## config.mk

```make
export PLATFORM = sky130hd
export DESIGN_NAME = uart_rx_core
export DESIGN_NICKNAME = d
export VERILOG_FILES = /design/src/rtl/uart_pkg.sv /design/src/rtl/uart_rx_sampler.sv /design/src/rtl/uart_rx_core.sv
export SDC_FILE = /design/constraint.sdc
export NUM_CORES = 1
export LEC_CHECK = 0
export ABC_AREA = 1
export BUFFER_PORTS_ARGS = -buffer_cell sky130_fd_sc_hd__buf_4
export CAP_MARGIN = 20
export CORE_MARGIN = 3
export CORE_UTILIZATION = 60
export CTS_CLUSTER_SIZE = 12
export DETAILED_ROUTE_END_ITERATION = 10
export GPL_TIMING_DRIVEN = 0
export PLACE_DENSITY = 0.81
export SETUP_SLACK_MARGIN = 0.02
export SYNTH_ARGS = -nofsm -noshare
export SYNTH_HDL_FRONTEND = slang
export SYNTH_SLANG_ARGS = --single-unit
```

## constraint.sdc

```tcl
create_clock -name clk -period 2.7 [get_ports clk]
set_clock_uncertainty 0.05 [all_clocks]
set_input_delay 0.405 -clock clk [delete_from_list [all_inputs] [get_ports clk]]
set_output_delay 0.405 -clock clk [all_outputs]
set_load 0.01 [all_outputs]
```

## src/rtl/uart_pkg.sv

```systemverilog
// rtl/uart_pkg.sv - shared UART constants, state encoding and helpers
//
// Imported by the receive core and its sampler; the transmit side reuses it.
package uart_pkg;

    // FSM state encoding (3-bit)
    typedef enum logic [2:0] {
        ST_IDLE   = 3'd0,
        ST_START  = 3'd1,
        ST_DATA   = 3'd2,
        ST_PARITY = 3'd3,
        ST_STOP   = 3'd4
    } uart_state_e;

    // Parity modes
    localparam logic PAR_EVEN = 1'b0;
    localparam logic PAR_ODD  = 1'b1;

    // 2-of-3 majority vote
    function automatic logic maj3(input logic a, input logic b, input logic c);
        return (a & b) | (a & c) | (b & c);
    endfunction

endpackage

```

## src/rtl/uart_rx_sampler.sv

```systemverilog
// rtl/uart_rx_sampler.sv - rx synchroniser, edge detect, tick counter, mid-bit vote
//
// Ports:
//   clk, reset        clock, asynchronous active-low reset
//   sample_tick_i     one-clk pulse at OVERSAMPLE x baud
//   rx_i              raw serial line (asynchronous)
//   clr_i             clears the tick counter (core asserts on every state change)
//   rxs_o             synchronised line
//   fall_o            1->0 transition on rxs_o
//   bit_val_o         majority of the samples at ticks M-1, M, M+1
//   bit_strobe_o      vote point (tick M+1); bit_val_o is valid here
//   bit_end_o         last tick of the bit period (tick OVERSAMPLE-1)
module uart_rx_sampler
    import uart_pkg::*;
#(
    parameter int OVERSAMPLE = 16
) (
    input  logic clk,
    input  logic reset,
    input  logic sample_tick_i,
    input  logic rx_i,
    input  logic clr_i,
    output logic rxs_o,
    output logic fall_o,
    output logic bit_val_o,
    output logic bit_strobe_o,
    output logic bit_end_o
);

    localparam int TW = $clog2(OVERSAMPLE);
    localparam int M  = OVERSAMPLE / 2;

    localparam logic [TW-1:0] T_A   = TW'(M - 1);
    localparam logic [TW-1:0] T_B   = TW'(M);
    localparam logic [TW-1:0] T_V   = TW'(M + 1);
    localparam logic [TW-1:0] T_END = TW'(OVERSAMPLE - 1);

    logic          sync1_q, sync2_q, prev_q;
    logic          samp_a_q, samp_b_q;
    logic [TW-1:0] tcnt_q, tcnt_d;

    // Counter wraps at the bit end so consecutive bits in one state stay aligned
    always_comb begin
        tcnt_d = tcnt_q;
        if (clr_i) begin
            tcnt_d = '0;
        end else if (sample_tick_i) begin
            tcnt_d = (tcnt_q == T_END) ? '0 : tcnt_q + 1'b1;
        end
    end

    always_ff @(posedge clk or negedge reset) begin
        if (!reset) begin
            sync1_q  <= 1'b1;
            sync2_q  <= 1'b1;
            prev_q   <= 1'b1;
            samp_a_q <= 1'b1;
            samp_b_q <= 1'b1;
            tcnt_q   <= '0;
        end else begin
            sync1_q <= rx_i;
            sync2_q <= sync1_q;
            prev_q  <= sync2_q;
            tcnt_q  <= tcnt_d;
            if (sample_tick_i && (tcnt_q == T_A)) begin
                samp_a_q <= sync2_q;
            end
            if (sample_tick_i && (tcnt_q == T_B)) begin
                samp_b_q <= sync2_q;
            end
        end
    end

    assign rxs_o        = sync2_q;
    assign fall_o       = prev_q & ~sync2_q;
    // Third sample is taken live at the vote tick
    assign bit_val_o    = maj3(samp_a_q, samp_b_q, sync2_q);
    assign bit_strobe_o = sample_tick_i && (tcnt_q == T_V);
    assign bit_end_o    = sample_tick_i && (tcnt_q == T_END);

endmodule

```

## src/rtl/uart_rx_core.sv

```systemverilog
// rtl/uart_rx_core.sv - parametrised UART receiver with valid/ready output and sticky errors
//
// Ports:
//   clk, reset     clock, asynchronous active-low reset
//   sample_tick    one-clk pulse at OVERSAMPLE x baud
//   rx             raw serial line, idle high
//   rx_data        received word, stable while rx_valid
//   rx_valid       word available; rx_ready accepts it
//   parity_err     sticky parity mismatch
//   frame_err      sticky low stop bit
//   overrun_err    sticky word dropped because previous word not yet taken
//   err_clr        clears the sticky flags (a same-cycle set wins)
//   busy           FSM not idle
module uart_rx_core
    import uart_pkg::*;
#(
    parameter int DATA_BITS  = 8,
    parameter int OVERSAMPLE = 16,
    parameter int PARITY_EN  = 1,
    parameter int PARITY_ODD = 0,
    parameter int STOP_BITS  = 1
) (
    input  logic                 clk,
    input  logic                 reset,
    input  logic                 sample_tick,
    input  logic                 rx,
    output logic [DATA_BITS-1:0] rx_data,
    output logic                 rx_valid,
    input  logic                 rx_ready,
    output logic                 parity_err,
    output logic                 frame_err,
    output logic                 overrun_err,
    input  logic                 err_clr,
    output logic                 busy
);

    localparam int   BW    = $clog2(DATA_BITS + 1);
    localparam logic P_SEL = (PARITY_ODD != 0) ? PAR_ODD : PAR_EVEN;

    localparam logic [BW-1:0] LAST_DATA = BW'(DATA_BITS - 1);
    localparam logic [BW-1:0] LAST_STOP = BW'(STOP_BITS - 1);

    uart_state_e          state_q, state_d;
    logic [BW-1:0]        bcnt_q, bcnt_d;
    logic [DATA_BITS-1:0] sr_q, sr_d;
    logic                 par_pend_q, par_pend_d;
    logic                 frm_pend_q, frm_pend_d;
    logic [DATA_BITS-1:0] rx_data_q, rx_data_d;
    logic                 rx_valid_q, rx_valid_d;
    logic                 perr_q, perr_d;
    logic                 ferr_q, ferr_d;
    logic                 oerr_q, oerr_d;
    logic                 complete;

    logic rxs, fall, bit_val, bit_strobe, bit_end, state_chg;

    assign state_chg = (state_d != state_q);

    uart_rx_sampler #(
        .OVERSAMPLE(OVERSAMPLE)
    ) u_sampler (
        .clk          (clk),
        .reset        (reset),
        .sample_tick_i(sample_tick),
        .rx_i         (rx),
        .clr_i        (state_chg),
        .rxs_o        (rxs),
        .fall_o       (fall),
        .bit_val_o    (bit_val),
        .bit_strobe_o (bit_strobe),
        .bit_end_o    (bit_end)
    );

    always_comb begin
        state_d    = state_q;
        bcnt_d     = bcnt_q;
        sr_d       = sr_q;
        par_pend_d = par_pend_q;
        frm_pend_d = frm_pend_q;
        rx_data_d  = rx_data_q;
        rx_valid_d = rx_valid_q;
        perr_d     = perr_q;
        ferr_d     = ferr_q;
        oerr_d     = oerr_q;
        complete   = 1'b0;

        case (state_q)
            ST_IDLE: begin
                if (fall && !rxs) begin
                    state_d    = ST_START;
                    bcnt_d     = '0;
                    par_pend_d = 1'b0;
                    frm_pend_d = 1'b0;
                end
            end
            ST_START: begin
                // A start bit that votes high was noise
                if (bit_strobe && bit_val) begin
                    state_d = ST_IDLE;
                end else if (bit_end) begin
                    state_d = ST_DATA;
                end
            end
            ST_DATA: begin
                if (bit_strobe) begin
                    sr_d = {bit_val, sr_q[DATA_BITS-1:1]};
                end
                if (bit_end) begin
                    if (bcnt_q == LAST_DATA) begin
                        bcnt_d  = '0;
                        state_d = (PARITY_EN != 0) ? ST_PARITY : ST_STOP;
                    end else begin
                        bcnt_d = bcnt_q + 1'b1;
                    end
                end
            end
            ST_PARITY: begin
                if (bit_strobe && (bit_val != ((^sr_q) ^ P_SEL))) begin
                    par_pend_d = 1'b1;
                end
                if (bit_end) begin
                    state_d = ST_STOP;
                end
            end
            ST_STOP: begin
                if (bit_strobe) begin
                    if (!bit_val) begin
                        frm_pend_d = 1'b1;
                    end
                    // Finish at the last vote so a following start edge is not missed
                    if (bcnt_q == LAST_STOP) begin
                        complete = 1'b1;
                        bcnt_d   = '0;
                        state_d  = ST_IDLE;
                    end
                end else if (bit_end) begin
                    bcnt_d = bcnt_q + 1'b1;
                end
            end
            default: begin
                state_d = ST_IDLE;
            end
        endcase

        if (rx_valid_q && rx_ready) begin
            rx_valid_d = 1'b0;
        end

        if (err_clr) begin
            perr_d = 1'b0;
            ferr_d = 1'b0;
            oerr_d = 1'b0;
        end

        // Applied after err_clr so a same-cycle set wins
        if (complete) begin
            perr_d = perr_d | par_pend_q;
            ferr_d = ferr_d | frm_pend_d;
            if (!rx_valid_q || rx_ready) begin
                rx_data_d  = sr_q;
                rx_valid_d = 1'b1;
            end else begin
                oerr_d = 1'b1;
            end
        end
    end

    always_ff @(posedge clk or negedge reset) begin
        if (!reset) begin
            state_q    <= ST_IDLE;
            bcnt_q     <= '0;
            sr_q       <= '0;
            par_pend_q <= 1'b0;
            frm_pend_q <= 1'b0;
            rx_data_q  <= '0;
            rx_valid_q <= 1'b0;
            perr_q     <= 1'b0;
            ferr_q     <= 1'b0;
            oerr_q     <= 1'b0;
        end else begin
            state_q    <= state_d;
            bcnt_q     <= bcnt_d;
            sr_q       <= sr_d;
            par_pend_q <= par_pend_d;
            frm_pend_q <= frm_pend_d;
            rx_data_q  <= rx_data_d;
            rx_valid_q <= rx_valid_d;
            perr_q     <= perr_d;
            ferr_q     <= ferr_d;
            oerr_q     <= oerr_d;
        end
    end

    assign rx_data     = rx_data_q;
    assign rx_valid    = rx_valid_q;
    assign parity_err  = perr_q;
    assign frame_err   = ferr_q;
    assign overrun_err = oerr_q;
    assign busy        = (state_q != ST_IDLE);

endmodule

```

; ---- Word level (Yosys, flattened, before mapping)
; Index checks and enable logic that the tools add are counted.
[word_totals]
in_bits = 6
wordCells = 104
out_inout_bits = 13
regBits = 38
[op_classes]
muxes = 39
reduce_logical = 22
add_sub_neg = 2
bitwise = 9
n_eq_ne = 16
[op_table]
columns = operator, count
row1 = $mux 4, 9
row2 = $mux 3, 8
row3 = $mux 1, 18
row4 = $pmux 3 s5, 1
row5 = $eq 4x4->1 const B, 3
row6 = $pmux 4 s3, 1
row7 = $add 4x1->4 const B, 2
row8 = $eq 4x3->1 const B, 2
row9 = $logic_and 1x1->1, 8
row10 = $reduce_xor 8->1, 1
row11 = $eq 3x2->1 const B, 2
row12 = $ne 2x2->1 const B, 3
row13 = $ne 3x3->1 const B, 2
row14 = $reduce_bool 3->1, 2
row15 = $reduce_and 5->1, 1
row16 = $and 1x1->1, 4
row17 = $logic_not 4->1, 1
row18 = $or 1x1->1, 4
row19 = $pmux 1 s2, 2
row20 = $reduce_and 2->1, 2
row21 = $reduce_bool 2->1, 2
row22 = $eq 3x1->1 const B, 1
row23 = $eq 3x3->1 const B, 1
row24 = $logic_not 3->1, 1
row25 = other kinds (6), 7

; ---- Longest topological paths before layout
[logic_depth]
depth_word = 8
mapped_depth = 11
depth_no_buf = 11

; ---- Modules after synthesis
; Synthesis repeated with hierarchy kept, for this count alone.
[hier_totals]
cells_unflattened = 243
hier_area_um2 = 2003.2
[modules_own_cells]
columns = mod, cells_each, instances, seq_area_each_um2, area_per_inst_um2
row1 = uart_rx_core, 193, 1, 725.7, 1551.5
row2 = uart_rx_sampler, 50, 1, 231.5, 451.7

; ---- Worst setup path before layout
; No wires, ideal clock.
[synth_path]
path_kind = reg-to-reg
from = reg u_sampler.tcnt_q[1]
to = reg rx_data_q[6], in the netlist rx_data[6]
n_path_buf = 1
required_ns = 2.531
setup_slack_ns = 1.157
stages_incl_launch_ff = 11
t_arrival_ns = 1.375
setup_time_ns = 0.119
period_less_slack_ns = 1.543
cell_sequence = dfrtp_1 > inv_1 > ha_1 > nand3_2 > nor2_4 > nand2_2 > nor2_2 > nand2_2 > buf_6 > nand2_2 > o21ai_2
[synth_via]
elab_chain_len = 5
[synth_lines]
columns = item, line
row1 = from (decl), uart_rx_sampler.sv:40  ; logic [TW-1:0] tcnt_q, tcnt_d;
row2 = from (signal assigned), uart_rx_sampler.sv:64  ; tcnt_q <= tcnt_d;
row3 = $eq 4x4->1, uart_rx_sampler.sv:78  ; assign bit_strobe_o = sample_tick_i && (tcnt_q == T_V);
row4 = $logic_and 1x1->1, uart_rx_sampler.sv:78
row5 = $mux 1, uart_rx_core.sv:126  ; if (bit_strobe) begin
row6 = $mux 1, uart_rx_core.sv:87  ; case (state_q)
row7 = $reduce_and 2->1 (no line), --
row8 = to (signal assigned), uart_rx_core.sv:186  ; rx_data_q <= rx_data_d;
row9 = to (decl), uart_rx_core.sv:48  ; logic [DATA_BITS-1:0] rx_data_q, rx_data_d;
; Every way passes these cells.
; A chain may end at the register's enable or synchronous reset.

; ---- Worst setup path after layout
[layout_path]
from = reg state_q[0]
to = out busy
[layout_via]
elab_chain_len = 1
[layout_lines]
columns = item, line
row1 = from (decl), uart_rx_core.sv:43  ; uart_state_e state_q, state_d;
row2 = from (signal assigned), uart_rx_core.sv:181  ; state_q <= state_d;
row3 = $reduce_bool 3->1, uart_rx_core.sv:199  ; assign busy = (state_q != ST_IDLE);
row4 = to (decl), uart_rx_core.sv:34  ; output logic busy
; Every way passes these cells.

==> results.toml <==
[outcome]
status = "finished, final reports clean"

[layout]
stdcell_count = 321
diodes = 0
final_net_count = 287
area_growth_pct = 15.7
drive_gt1_share_pct = 23.1

[clocking]
clk_pin_slew_worst_paths_ns = 0.11
clock_latency_ns = 0.35
clockBufferDepth = 2
htree_levels = 2
cts.sinks = 38
cts_tree = "yes"
post-cts-setup-buffers = 0
cts_inserted_buffers = 5
root_buffer = "clkbuf_4"

[synth]
synthCells = 250
synth_edf_count = 0
ys_ff_latch = 38
postSynthAreaPerCell_um2 = 7.95
seq_area_frac_synth_pct = 48.2
ys.flop_type = "dfrtp_1"
yosysMostFrequentCell = "nand2_1"
syn_area_um2 = 1990
synth_common_cells = "nand2_1 (73), inv_1 (38), dfrtp_1 (33), o21ai_0 (17), nor2_1 (15)"
yosysTopAreaCellShare_pct = 41.6
yosys.area.top_type = "dfrtp_1"
synth_area_leaders = "dfrtp_1 (42%), nand2_1 (14%), inv_1 (7.2%), dfstp_2 (6.6%), o21ai_2 (4.8%)"
yosysWarnings = 0
synthDistinctLibCells = 25
synth.net_count = 261
async_flop_share_pct = 100

[timing]
rsz0062_at_grt = "false"
setup_tns_ns = 0
setup_viol = 0
period_needed_ns = 1.81
drv_slew = 0
clock.fmax_ghz = 0.552
hold_viol = 0
finalCritPeriodShare_pct = 67.0
slew_headroom_pct = 69.1
tightest_slew_ns = 0.463

[grt]
grt_max_degree = 39
grt_overflow = 0
grt_pass1_vias = 1510
grt_pass1_wl_mm = 6.55
antenna_found_initial = 0
globalRouteTotalUtil_pct = 20.9

[routing]
drt_iter0_drc = 92
drc = 0
viasPerCell = 5.04
wirelength_mm = 3.62
dr.max_layer_used = "met4"
wl_per_cell_um = 11.3
dr_wl_met3_um = 137
routed-wl-met2_mm = 1.72
first_pass_iters = 4
antenna_left = 0
routed-via-count = 1618
wl_met1_mm = 1.70

[critical_path]
crit_required_ns = 2.25
start_kind = "flop"
critical_path.slowest_cell = "dfrtp_1"
worst_setup_path_end_kind = "primary output"
reg2reg_depth = 10
rrSetupSlack_ns = 0.90
cp_max_fo = 5
slowest_delay_ns = 0.46
r2r_start = "u_sampler.tcnt_q[0]$_DFFE_PN0P_"
worst-path-stages = 5
r2r-end = "u_sampler.tcnt_q[3]$_DFFE_PN0P_"
path_class = "reg -> out"
critPathLaunch = "state_q[0]$_DFF_PN0_"
crit_family = "flip-flops"
crit_buf_inv = 3
cp.arrival_ns = 1.36
endpoint = "busy"
critical_path.cell_chain = "nor2_2, inv_1, nor2_1, inv_1, buf_4"
cp_common_cell = "inv_1"

[power_and_ir_drop]
p_sw_share_pct = 31.4
power.share.clock_pct = 30.8
vdd_drop_max_uv = 544
p_int_mw = 1.12
p_leak_nw = 1.17
power_frac_comb_pct = 23.8
p_per_area_nw_per_um2 = 712
power_frac_seq_pct = 45.4
switchingPower_mw = 0.514

[placed_design]
dp_hpwl_mm = 2.65
numPortBuffers = 18
placedCellCount = 312
gp_congestion = 0.882

[job]
timing.max_cap.violations = 0

[floorplanning]
rows = 20
die_h_um = 63.5
fp.dieArea_um2 = 4040
initial_core_util_pct = 64.0
die-width_um = 63.5
pin_count = 19
core_area_um2 = 3100

[hold_path]
min_path_type = "in -> reg"
## worst register-to-register path: stages, from the launching register on
cell	delay (ns)
dfrtp_1	0.43
ha_1	0.19
nand2_1	0.10
nor2_4	0.16
nand2_2	0.12
nand2_1	0.07
nand3_1	0.12
a21oi_1	0.21
nor2_1	0.06
nand2_1	0.14
nor2_1	0.06
## state kept, by name (all words and copies together) (netlist names)
name / cells
bcnt_q: 4
frame_err: 1
rx_valid: 1
state_q: 3
overrun_err: 1
sr_q: 8
u_sampler.sync1_q: 1
u_sampler.samp_b_q: 1
u_sampler.prev_q: 1
u_sampler.tcnt_q: 4
par_pend_q: 1
frm_pend_q: 1
u_sampler.rxs_o: 1
rx_data: 8
parity_err: 1
u_sampler.samp_a_q: 1
## logic make-up (layout without fill, tap and decap cells)
kind of cell,after synthesis,count (layout),share of synthesized area [%]
and+or+nand+nor,115,115,25.1
AOI/OAI and AO/OA,46,46,14.2
adders and majority gates,5,5,3.15
xor gates and xnor gates,1,1,0.441
buffers and inverters,45,72,8.94
DFF,38,38,48.2
## routing by layer
metal  up-vias  global-route usage [%]
met4         0                    8.63
met2        25                    33.8
li1        842                       -
met5         -                       0
met1       747                    26.7
met3         4                    5.35
## stage by stage
step / setup WS (ns) / cell area, µm² / hold WS, ns / power [mW] / util (%)
finish: 0.890 / 2300 / 0.104 / 1.64 / 74.1
floorplan: 1.16 / 1990 / 0.0594 / 1.04 / -
detailed placement: 0.948 / 2180 / 0.298 / 1.14 / 70.2
global placement: 0.962 / 2180 / 0.296 / 1.12 / 70.2
CTS: 0.879 / 2300 / 0.101 / 1.65 / 74.1
global route: 0.688 / 2300 / 0.0786 / 1.75 / 74.1
## power by group through the flow
stage / Clock, mW / Combinational, mW / Sequential, mW
2_1_floorplan: 0 / 0.311 / 0.732
6_report: 0.504 / 0.390 / 0.742
4_1_cts: 0.509 / 0.397 / 0.742
3_3_place_gp: 0 / 0.378 / 0.747
3_5_place_dp: 0 / 0.390 / 0.752
5_1_grt: 0.539 / 0.461 / 0.753
## cell usage in the layout, fill, tap and decap left out, types with 3 or more instances in the layout
cell type | synthesis | layout
nand3_1 | 9 | 9
clkbuf_4 | 0 | 5
dfstp_2 | 5 | 5
o22ai_1 | 4 | 4
inv_2 | 5 | 5
o21ai_0 | 17 | 17
ha_1 | 5 | 5
nor3_1 | 3 | 3
o21ai_2 | 11 | 11
a21oi_1 | 9 | 9
nand2_2 | 5 | 5
nand2_1 | 73 | 73
nor2_2 | 5 | 5
dfrtp_1 | 33 | 33
nor2_1 | 15 | 15
inv_1 | 38 | 38
buf_4 | 0 | 18
## what timing repair did
action	in CTS	in global routing
hold endpoints to repair	33	0
gates resized for setup	0	0
hold buffers	1	0
## area by class of cell
type	instances	area [µm²]
clock inverter	2	60.1
inverter	43	161
fill	260	805
sequential	38	957
tap	44	55.1
timing repair buffer	19	145
buffer	2	16.3
clock buffer	6	51.3
multi-input combinational	167	852
## how the worst min path moves through the flow
stage | cells past startpoint | endpoint | slack (ns) | from
detailed placement | 0 | u_sampler.rxs_o$_DFF_PN1_ | 0.30 | u_sampler.sync1_q$_DFF_PN1_
global placement | 0 | u_sampler.rxs_o$_DFF_PN1_ | 0.30 | u_sampler.sync1_q$_DFF_PN1_
CTS | 1 | u_sampler.sync1_q$_DFF_PN1_ | 0.10 | rx
finish | 1 | u_sampler.sync1_q$_DFF_PN1_ | 0.10 | rx
global route | 1 | u_sampler.sync1_q$_DFF_PN1_ | 0.08 | rx
floorplan | 0 | bcnt_q[0]$_DFFE_PN0P_ | 0.06 | reset
No activity file was read; power rests on OpenSTA's default activity.
